### config.mk
export PLATFORM = sky130hd
export DESIGN_NAME = serial_addsub
export DESIGN_NICKNAME = d
export VERILOG_FILES = /design/src/rtl/serial_addsub_pkg.sv /design/src/rtl/addsub_bit.sv /design/src/rtl/serial_addsub.sv
export SDC_FILE = /design/constraint.sdc
export NUM_CORES = 1
export LEC_CHECK = 0
export CORE_MARGIN = 10
export CORE_UTILIZATION = 54
export CTS_CLUSTER_DIAMETER = 120
export DETAILED_ROUTE_END_ITERATION = 8
export PLACE_DENSITY_LB_ADDON = 0.15
export SYNTH_ARGS = -nofsm -noshare
export SYNTH_HDL_FRONTEND = slang
export SYNTH_SLANG_ARGS = --single-unit
### constraint.sdc
create_clock -name CLK -period 4.7 [get_ports CLK]
set_clock_uncertainty 0.2 [all_clocks]
set_input_delay 0.94 -clock CLK [delete_from_list [all_inputs] [get_ports CLK]]
set_output_delay 0.94 -clock CLK [all_outputs]
set_load 0.02 [all_outputs]
### src/rtl/serial_addsub_pkg.sv
// Shared state encoding and mode constants for the bit-serial adder/subtractor.
package serial_addsub_pkg;

  typedef enum logic [1:0] {
    IDLE = 2'd0,
    RUN  = 2'd1,
    FIN  = 2'd2
  } state_t;

  localparam logic MODE_ADD = 1'b0;
  localparam logic MODE_SUB = 1'b1;

endpackage

### src/rtl/addsub_bit.sv
// One-bit full adder / full subtractor cell. The sum/difference bit is the same
// XOR in both modes; only the carry/borrow equation depends on the mode.
module addsub_bit
  import serial_addsub_pkg::*;
(
  input  logic a,
  input  logic b,
  input  logic ci,
  input  logic mode,
  output logic r,
  output logic co
);

  assign r  = a ^ b ^ ci;
  assign co = (mode == MODE_ADD) ? ((a & b) | (ci & (a ^ b)))
                                 : ((~a & b) | (ci & ~(a ^ b)));

endmodule

### src/rtl/serial_addsub.sv
// Bit-serial add/subtract: operands captured on START, processed LSB first one
// bit per cycle, results published on entry to FIN and held until the next FIN.
module serial_addsub
  import serial_addsub_pkg::*;
#(
  parameter int WIDTH = 8
) (
  input  logic             CLK,
  input  logic             RST,
  input  logic             START,
  input  logic [WIDTH-1:0] A,
  input  logic [WIDTH-1:0] B,
  input  logic             C,
  input  logic             D,
  output logic             BUSY,
  output logic             DONE,
  output logic [WIDTH-1:0] O1,
  output logic             O2,
  output logic             OVF
);

  localparam int            CW   = (WIDTH > 1) ? $clog2(WIDTH) : 1;
  localparam logic [CW-1:0] LAST = CW'(WIDTH - 1);

  state_t           state, state_nx;
  logic [CW-1:0]    cnt;
  logic [WIDTH-1:0] a_sh, b_sh;
  // Result bits shift in from the top; the final bit arrives combinationally,
  // so only WIDTH-1 bits need to be stored.
  logic [WIDTH-2:0] r_sh;
  logic [WIDTH-1:0] res_nx;
  logic             mode, cy;
  logic             bit_r, bit_co;
  logic             last_bit;

  assign last_bit = (cnt == LAST);
  assign res_nx   = {bit_r, r_sh};

  addsub_bit u_bit (
    .a    (a_sh[0]),
    .b    (b_sh[0]),
    .ci   (cy),
    .mode (mode),
    .r    (bit_r),
    .co   (bit_co)
  );

  // State register.
  always_ff @(posedge CLK) begin
    if (RST) state <= IDLE;
    else     state <= state_nx;
  end

  // Next state: START only matters in IDLE; RUN ends after the last bit.
  always_comb begin
    state_nx = state;
    case (state)
      IDLE:    if (START) state_nx = RUN;
      RUN:     if (last_bit) state_nx = FIN;
      FIN:     state_nx = IDLE;
      default: state_nx = IDLE;
    endcase
  end

  // Datapath: capture on accept, shift one bit per RUN cycle, publish on last bit.
  always_ff @(posedge CLK) begin
    if (RST) begin
      cnt  <= '0;
      a_sh <= '0;
      b_sh <= '0;
      r_sh <= '0;
      mode <= MODE_ADD;
      cy   <= 1'b0;
      O1   <= '0;
      O2   <= 1'b0;
      OVF  <= 1'b0;
    end else begin
      case (state)
        IDLE: begin
          if (START) begin
            a_sh <= A;
            b_sh <= B;
            mode <= D;
            cy   <= C;
            cnt  <= '0;
            r_sh <= '0;
          end
        end
        RUN: begin
          a_sh <= a_sh >> 1;
          b_sh <= b_sh >> 1;
          r_sh <= res_nx[WIDTH-1:1];
          cy   <= bit_co;
          if (!last_bit) cnt <= cnt + CW'(1);
          if (last_bit) begin
            O1  <= res_nx;
            O2  <= bit_co;
            // cy is the carry/borrow into the MSB while the MSB is processed
            OVF <= cy ^ bit_co;
          end
        end
        default: ;
      endcase
    end
  end

  assign BUSY = (state == RUN);
  assign DONE = (state == FIN);

endmodule
* Yosys cells after proc, flatten, opt, wreduce, memory -nomap -nowiden
Cells that the tools add are included.
** Operators by class
- Equality and inequality tests :: 6
- Multiplexer cells :: 15
- Reduce and logical (&&, ||, !) cells :: 7
- Bitwise logic cells :: 11
- $add $sub $neg :: 1
** Operators with widths (count)
- 8-bit one-hot mux with 2 select lines :: 2
- 8-bit two-way mux :: 2
- 7-bit one-hot mux with 2 select lines :: 1
- 2-bit AND reduction :: 4
- 7-bit two-way mux :: 1
- 3-bit two-way mux :: 2
- 3-bit one-hot mux with 2 select lines :: 1
- 1-bit bitwise AND :: 4
- 2-bit two-way mux :: 2
- 2-bit inequality test, second input constant :: 2
- 2-bit one-hot mux with 2 select lines :: 1
- 3-bit by 1-bit adder with 3-bit output, second input constant :: 1
- 3-bit equality test, second input constant :: 1
- 3-bit AND reduction :: 1
- 1-bit XOR :: 3
- 2-bit by 1-bit equality test with 1-bit output, second input constant :: 1
- 2-bit equality test, second input constant :: 1
- 2-bit zero test :: 1
- 1-bit two-way mux :: 2
- 2-bit by 1-bit inequality test with 1-bit output, second input constant :: 1
- 1-bit inverter :: 2
- 1-bit OR :: 2
- 1-bit one-hot mux with 2 select lines :: 1
- 2-bit nonzero test :: 1
** Storage, ports and cells
- Register bits after elaboration :: 40
- Output and inout port bits :: 12
- Bits of input ports :: 21
- Logic and storage cells :: 50

* Longest topological paths before layout
Gate-level depths: netlist of the first run.
- Depth after elaboration :: 6
- Mapped depth :: 6
- Gate-level depth less buffers :: 5

* Modules after synthesis
Synthesis of the first run repeated with hierarchy kept, for this count alone.
** Unflattened totals
- Cell total of the unflattened synthesis :: 186
- Area, all modules :: 1886.8 um^2
** Modules (own cells, without submodules)
- serial_addsub :: cells an instance 180, times used 1, seq. area each 800.8 um^2, area each 1825.5 um^2
- addsub_bit :: cells an instance 6, times used 1, seq. area each 0.0 um^2, area each 61.3 um^2

* Least setup slack after synthesis of the first run
OpenSTA, ideal clock, no wires.
- Kind :: register to output
- Start point :: register state[1]
- End point :: output port BUSY
- Path slack :: 2.753 ns
- Buffers on the path :: 1
- Required time :: 3.560 ns
- Arrival :: 0.807 ns
- Stages on the path, launching flop included :: 4
- Cells stage by stage :: dfxtp_1 -> nand2b_4 -> inv_2 -> buf_2
** On the way
- Cells in the longest elaborated chain, start to end :: 1
** Ends and longest elaborated chain
- from (decl) :: RTL line serial_addsub.sv:25 : state_t state, state_nx;
- from (signal assigned) :: RTL line serial_addsub.sv:51 : else state <= state_nx;
- 2-bit by 1-bit equality test with 1-bit output :: RTL line serial_addsub.sv:107 : assign BUSY = (state == RUN);
- to (decl) :: RTL line serial_addsub.sv:15 : output logic BUSY,
Every way passes these cells.

* Worst setup path in the final report of the first run
- Start point :: register state[0]
- End point :: output port BUSY
Same word-level chain as after synthesis.

==> results of run 1 <==
==> worst paths after layout <==
| kind | startpoint | to | slack (ns) | cells past startpoint |
|---|---|---|---|---|
| max | state[0] | BUSY | 1.34 | 3 |
| max reg2reg | state[0] | b_sh[3] | 2.84 | 4 |
| min | O1[3] | O1[3] | 0.26 | 2 |
| min reg2reg | O1[3] | O1[3] | 0.26 | 2 |
==> cells by family after synthesis <==
family | count (synthesis) | synth area share, %
AO/OA/AOI/OAI | 56 | 22.4
adder cells (fa/ha/maj) | 4 | 3.78
buffers and inverters | 16 | 4.95
flip-flops | 40 | 46.6
AND/OR/NAND/NOR | 84 | 22.3
==> stage by stage <==
step / setup slack (ns) / std cells / total power [mW] / hold slack, ns
after CTS: 1.34 / 272 / 0.646 / 0.264
after detailed placement: 1.73 / 264 / 0.468 / 0.248
after global placement: 1.79 / 264 / 0.463 / 0.239
after global routing: 1.23 / 272 / 0.675 / 0.281
final: 1.34 / 272 / 0.643 / 0.261
after floorplan: 2.75 / 200 / 0.439 / 0.232
==> final cells by class <==
| type | instances | area [sq um] |
|---|---|---|
| Clock buffer | 8 | 58.8 |
| Fill cell | 281 | 966 |
| Inverter | 3 | 11.3 |
| Multi-Input combinational cell | 144 | 833 |
| Sequential cell | 40 | 801 |
| Tap cell | 44 | 55.1 |
| Timing Repair Buffer | 33 | 328 |
==> worst min-delay path, cell delays in order, from the launching register on <==
cell	delay (ns)
dfxtp_1	0.32
nand2_1	0.05
a21oi_1	0.05
==> sequential cells by signal, indices dropped and copies added, names as in the netlist <==
signal  flops
O1          8
a_sh        8
b_sh        8
r_sh        7
cnt         3
state       2
O2          1
OVF         1
cy          1
mode        1
==> cells in the mapped netlist (2+ instances only) <==
cell      number
clkbuf_1       4
inv_1          2
ha_1           2
dfxtp_1       40
nand2_1       43
nand3_1       10
a21oi_1       35
fa_1           2
a22oi_1        2
a211oi_2       7
nor2_1        19
a211oi_1       6
buf_2          5
buf_4          3
nand3b_1       4
==> where the power goes <==
group / leakage, nW / internal (mW) / switching [mW]
combinational: 0.399 / 0.0417 / 0.0529
clock: 0.0326 / 0.0739 / 0.108
sequential: 0.327 / 0.355 / 0.0114
total: 0.759 / 0.471 / 0.172
==> per-layer routing <==
metal	global-route usage (%)	wire [um]
met5	0	0
met2	21.3	1890
met3	5.66	266
met4	4.28	46
met1	14.7	1650
==> metrics list, run 1 <==
* Outcome: finished clean
- Kind of start point of the critical path: register
* DRT iter0 DRCs: 110
* CP Data Required Time: roughly 3.6 ns
- The number of global-route vias before repair is 1405.
- Of all nets on the critical path, the largest fanout is 23.
- In the layout the commonest cells are nand2_1, dfxtp_1, a21oi_1.
- Leaving out fill and tap cells, the most frequent cell in the layout is nand2_1.
* Post-detailed-route DRC marker count: 0
* Leakage power summed over all cells: 0.759 nW
- During synthesis, Yosys emitted a total of 0 warnings.
- Once detailed placement completed, the half-perimeter wirelength came to 2650 um.
* Startpoint-to-endpoint class of the critical path: register to primary output
- Core area: 0.00305 sq mm
- The clock passes through at most 2 buffers.
- The die covers 0.00584 sq mm.
- Starting utilization of the core area: between 50% and 60%
- Clock Latency Late Sink: 0.35 ns
- The placed instances occupy a cell area of 0.00203 sq mm.
- Num ports: 33
- At the end of routability-driven placement, the weighted congestion stood at 0.763.
- Entering global routing, the biggest net connects 41 pins.
* Average instance area after synthesis: 8.60 sq um
- Num CTS Buffers: 5
- Via-per-instance ratio: about 5.4
- The detail route stage leaves a number of antenna-violating nets equal to 0.
* Arrival time at the worst endpoint: 2.22 ns
- The count of buffers added on input and output ports is 32.
- Timing-limited maximum frequency: about 300 MHz
- Counting flops with an async set or reset pin after synthesis yields a share of 0%.
- Summed over all layers, the global routing overflow is 0.
* Inserted Diodes: 0
- Worst slew slack as a fraction of its limit: 52.4%
- Final count of pins violating max slew: 0
* Post-layout minimum cycle time: 3.36 ns
* Hold/Removal Path Class: register to register
* Deepest level of the CTS H-tree: 2
* Routed length per instance: 14.2 um
- Flop and latch count out of synthesis: 40
- TritonCTS built the clock tree.
* Share of final-layout standard cells stronger than drive strength 1: 8.77%
* Number of vias after detailed routing: between 1000 and 1500
- The number of antenna violations at the first check in global routing is 0.
- Setup TNS after final layout: 0 ns
- Leading post-synthesis cells by cell area: dfxtp_1, a21oi_1, nand2_1, a211oi_2, nor2_1
* Net count of the finished layout: 252
* Number of detailed-routing iterations run before antenna repair: 4
* Overall track demand over capacity in global routing: 13.0%
* Sequential element share of the synthesized area: a little under half
* Netlist Area Pre-Place: 0.00172 sq mm
- Horiz. Die Dim: 76.4 um
- Global-route wire length before repair: 6420 um
- Across the run, the number of max-cap violations was 0.
- Sinks on the clock net: 40
* Post-detailed-routing wire length: approximately 3900 um
- Buffer type at the clock tree root: clkbuf_4
- After clock tree synthesis, the repair step resized 0 gates.
* Worst Setup End Kind: primary output
- Count of different cell masters after synthesis: 31
* Post-Synthesis Cells: 200
- The final-report hold violation count is 0.
* Unrepaired setup endpoints after global routing: false
- Hold-fix buffers at CTS: 0
- The slowest stage of the critical path belongs to the cell clkdlybuf4s50_1.
* CP top delay family: buffers and inverters
- In this run the power density over the cells is a little over 300 mW/mm^2.
* Cells traversed along the worst timing path: nand2b_4 > inv_2 > clkdlybuf4s50_1
- Together, buffers and inverters on the worst path number 2.
- The die is roughly 76 um tall.
- Dominant synthesized flop cell: dfxtp_1
* Worst Tran Pin Value: 0.712 ns
- The largest single stage delay on the critical path is 0.69 ns.
- Synth area leader: dfxtp_1
- Final Instance Area: 0.00209 sq mm
- Across the VDD grid, the largest voltage drop is 0.189 mV.
- After clock tree synthesis, the clock-pin slew on the worst setup and hold paths is around 0.11 ns.
- Row generation in the floorplan step produced 20 rows.
- At the end of the flow the core is filled with cells to 68.4%.
- Counting flops with a built-in enable in the synthesized netlist gives 0.
- Synthesized Nets: ~230
- The final critical path takes up 71.4% of the cycle.
- Post-CTS setup buffer count: 0
* Area Overhead vs Synth: 21.4%
* Total of endpoints with negative setup slack in the final report: 0
* Synth top area share: 46.6%
Power figures use the tool's default switching activity.
==> inputs of run 2 (changes only) <==
CORE_UTILIZATION = 51   (was 54)
clock period = 3.2 ns   (was 4.7 ns; I/O delays follow)
==> run 2 against run 1 <==
  * Global-route usage is 0.66 points lower
  * Via count is 0.88% higher
  * Power is 42% higher
  * Critical path type unchanged
  * Sequential power is 47% higher
  * Cell area is 0.24% higher
  * Cell count is 1.1% higher
  * Flip-flop and latch count stayed put
==> metrics list, run 2 (synthesis results as in run 1) <==
* Outcome: finished clean
- Pre-CTS worst setup slack: 0.859 ns
* Pin count of the biggest net entering global routing: 41
* Top routing layer in use: met4
- The final route contains approximately 1500 vias.
- After detailed routing, the number of vias per cell comes to 5.42.
- In this run the critical register-to-register path is launched from cy.
- Detail Placement HPWL: 2610 um
- Based on the critical path, the design can be clocked at up to 376 MHz.
* Starting utilization of the core area: a little over half
- Across the run, the number of max-cap violations was 0.
- STA classifies the critical path endpoint as a primary output.
- For this design the static power due to leakage is 0.765 nW.
- Post-CTS setup buffer count: 0
- Routed length per instance: about 14 um
- The path class of the tightest hold or removal check is register to register.
- Worst hold slack: around 0.26 ns
- Final GP Congestion: 0.767
* Clock transition at path regs: ~0.11 ns
* Net count of the finished layout: 254
* Die H: 78.1 um
- Worst Tran Pin Value: 0.519 ns
* Number of buffers on the longest clock path: 2
- Worst slew slack as a fraction of its limit: between 60 and 70%
- From synthesis to final layout, the design area changed by 21.7%.
- The number of global-route vias before repair is around 1400.
* Total routed wire length on the met1 layer: between 1500 and 2000 um
* Reg2Reg Setup Slack: 1.39 ns
- The worst setup path is launched from a register.
- Sinks on the clock net: 40
* Met3 Routed Length: 208 um
* Most common cell after layout, fill and taps aside: nand2_1
- Final count of pins violating max slew: 0
- The first TritonRoute pass finished after 4 iterations.
- For this run, design rule violations remaining after detail routing come to 0.
- Total grt overflow: 0
- In this run the core area contains 21 standard-cell rows.
- TritonCTS built the clock tree.
* Largest registers: O1 (8), a_sh (8), b_sh (8)
- Of the available clock period, the critical path in the final layout requires 83.2%.
- Placed cell count: 268
* Clock Latency Late Sink: between 0.3 and 0.4 ns
* Total of endpoints with negative setup slack in the final report: 0
- Global-route wire length before repair: 6250 um
- Deepest level of the CTS H-tree: 2
- Adding up every negative setup slack in the final design gives 0 ns.
- Path depth of the worst reg2reg path: 4
- In this run the worst path has a maximum fanout of 23.
- Share of final-layout standard cells stronger than drive strength 1: 9.61%
- The library cells used most frequently in the layout, excluding fill and tap cells, are nand2_1, dfxtp_1, a21oi_1.
* Final Hold Violating Endpoints: 0
- Cell depth of the worst min-delay path: 2
* Antenna violations before repair: 0
* Post-layout minimum cycle time: approximately 2.7 ns
- Worst IR Drop VDD: 0.246 mV
- The count of nets left with antenna violations once routing finished came out at 0.
- Post-route worst setup slack: 0.538 ns
- Summed over all layers, the routed wires come to ~3800 um.
- The worst register-to-register path ends at OVF.
- In this run the count of I/O pins placed on the die edge is 33.
* Post-cts gate resize count: 0
- Met2 WL post-DR: 1820 um
* Power density normalized to cell area: approximately 440 mW/mm^2
- Die outline area: approximately 0.0061 sq mm
* Inserted Diodes: 0
* Startpoint-to-endpoint class of the critical path: register to primary output
- Data arrives at the worst endpoint at 1.82 ns.
- CP Data Required Time: 2.36 ns
* WHS Endpoint: O1[2]
- DRT iter0 DRCs: 107
* Overall track demand over capacity in global routing: 12.3%
* Post-route insts no fill: 275
* Quantity of I/O buffers inserted on ports: 32
- Core area: 0.00328 sq mm
- Unrepaired setup endpoints after global routing: false
* Worst hold path startpoint: O1[2]
- Hold repair after CTS inserted 0 buffers.
* Buffer type at the clock tree root: clkbuf_4
- Buffers inserted during clock tree synthesis total 5.
- Horiz. Die Dim: 78.1 um
-- run 2: layout make-up --
cell class | instances | area, sq um
clock inverters | 1 | 5.00
flip-flops and latches | 40 | 801
clock buffers | 6 | 41.3
inverters | 3 | 11.3
repair buffers | 35 | 343
fillers | 295 | 1190
multi-input cells | 144 | 833
well taps | 46 | 57.6
-- run 2: critical path, cell delays in order (launching register included) --
cell	delay [ns]
dfxtp_1	0.55
nand2b_4	0.23
inv_2	0.10
clkdlybuf4s50_1	0.60
-- run 2: metrics by stage --
stage / total power [mW] / area (sq um) / util [%]
3_5_place_dp: 0.691 / 2050 / 62.3
5_1_grt: 0.963 / 2090 / 63.7
3_3_place_gp: 0.684 / 2050 / 62.3
6_report: 0.913 / 2090 / 63.7
4_1_cts: 0.922 / 2090 / 63.7
2_1_floorplan: 0.644 / 1720 / -
-- run 2: worst max path at each step --
stage,from,end,slack (ns),cells past startpoint
final,state[0],BUSY,0.54,3
after global routing,state[0],BUSY,0.39,3
after detailed placement,START,cy,0.86,4
after floorplan,cy,OVF,1.53,4
after global placement,START,cnt[1],0.90,4
after CTS,state[0],BUSY,0.50,3
-- run 2: layer usage --
layer / vias to the layer above / global-route usage, %
li1: 747 / -
met1: 698 / 14.0
met2: 37 / 20.1
met3: 8 / 3.99
met4: 0 / 6.63
met5: - / 0
-- run 2: report_power, final --
part | leakage [nW] | total, mW | internal [mW] | switching [mW]
Combinational | 0.410 | 0.141 | 0.0639 | 0.0769
Clock | 0.0281 | 0.233 | 0.0810 | 0.152
Sequential | 0.327 | 0.539 | 0.521 | 0.0176
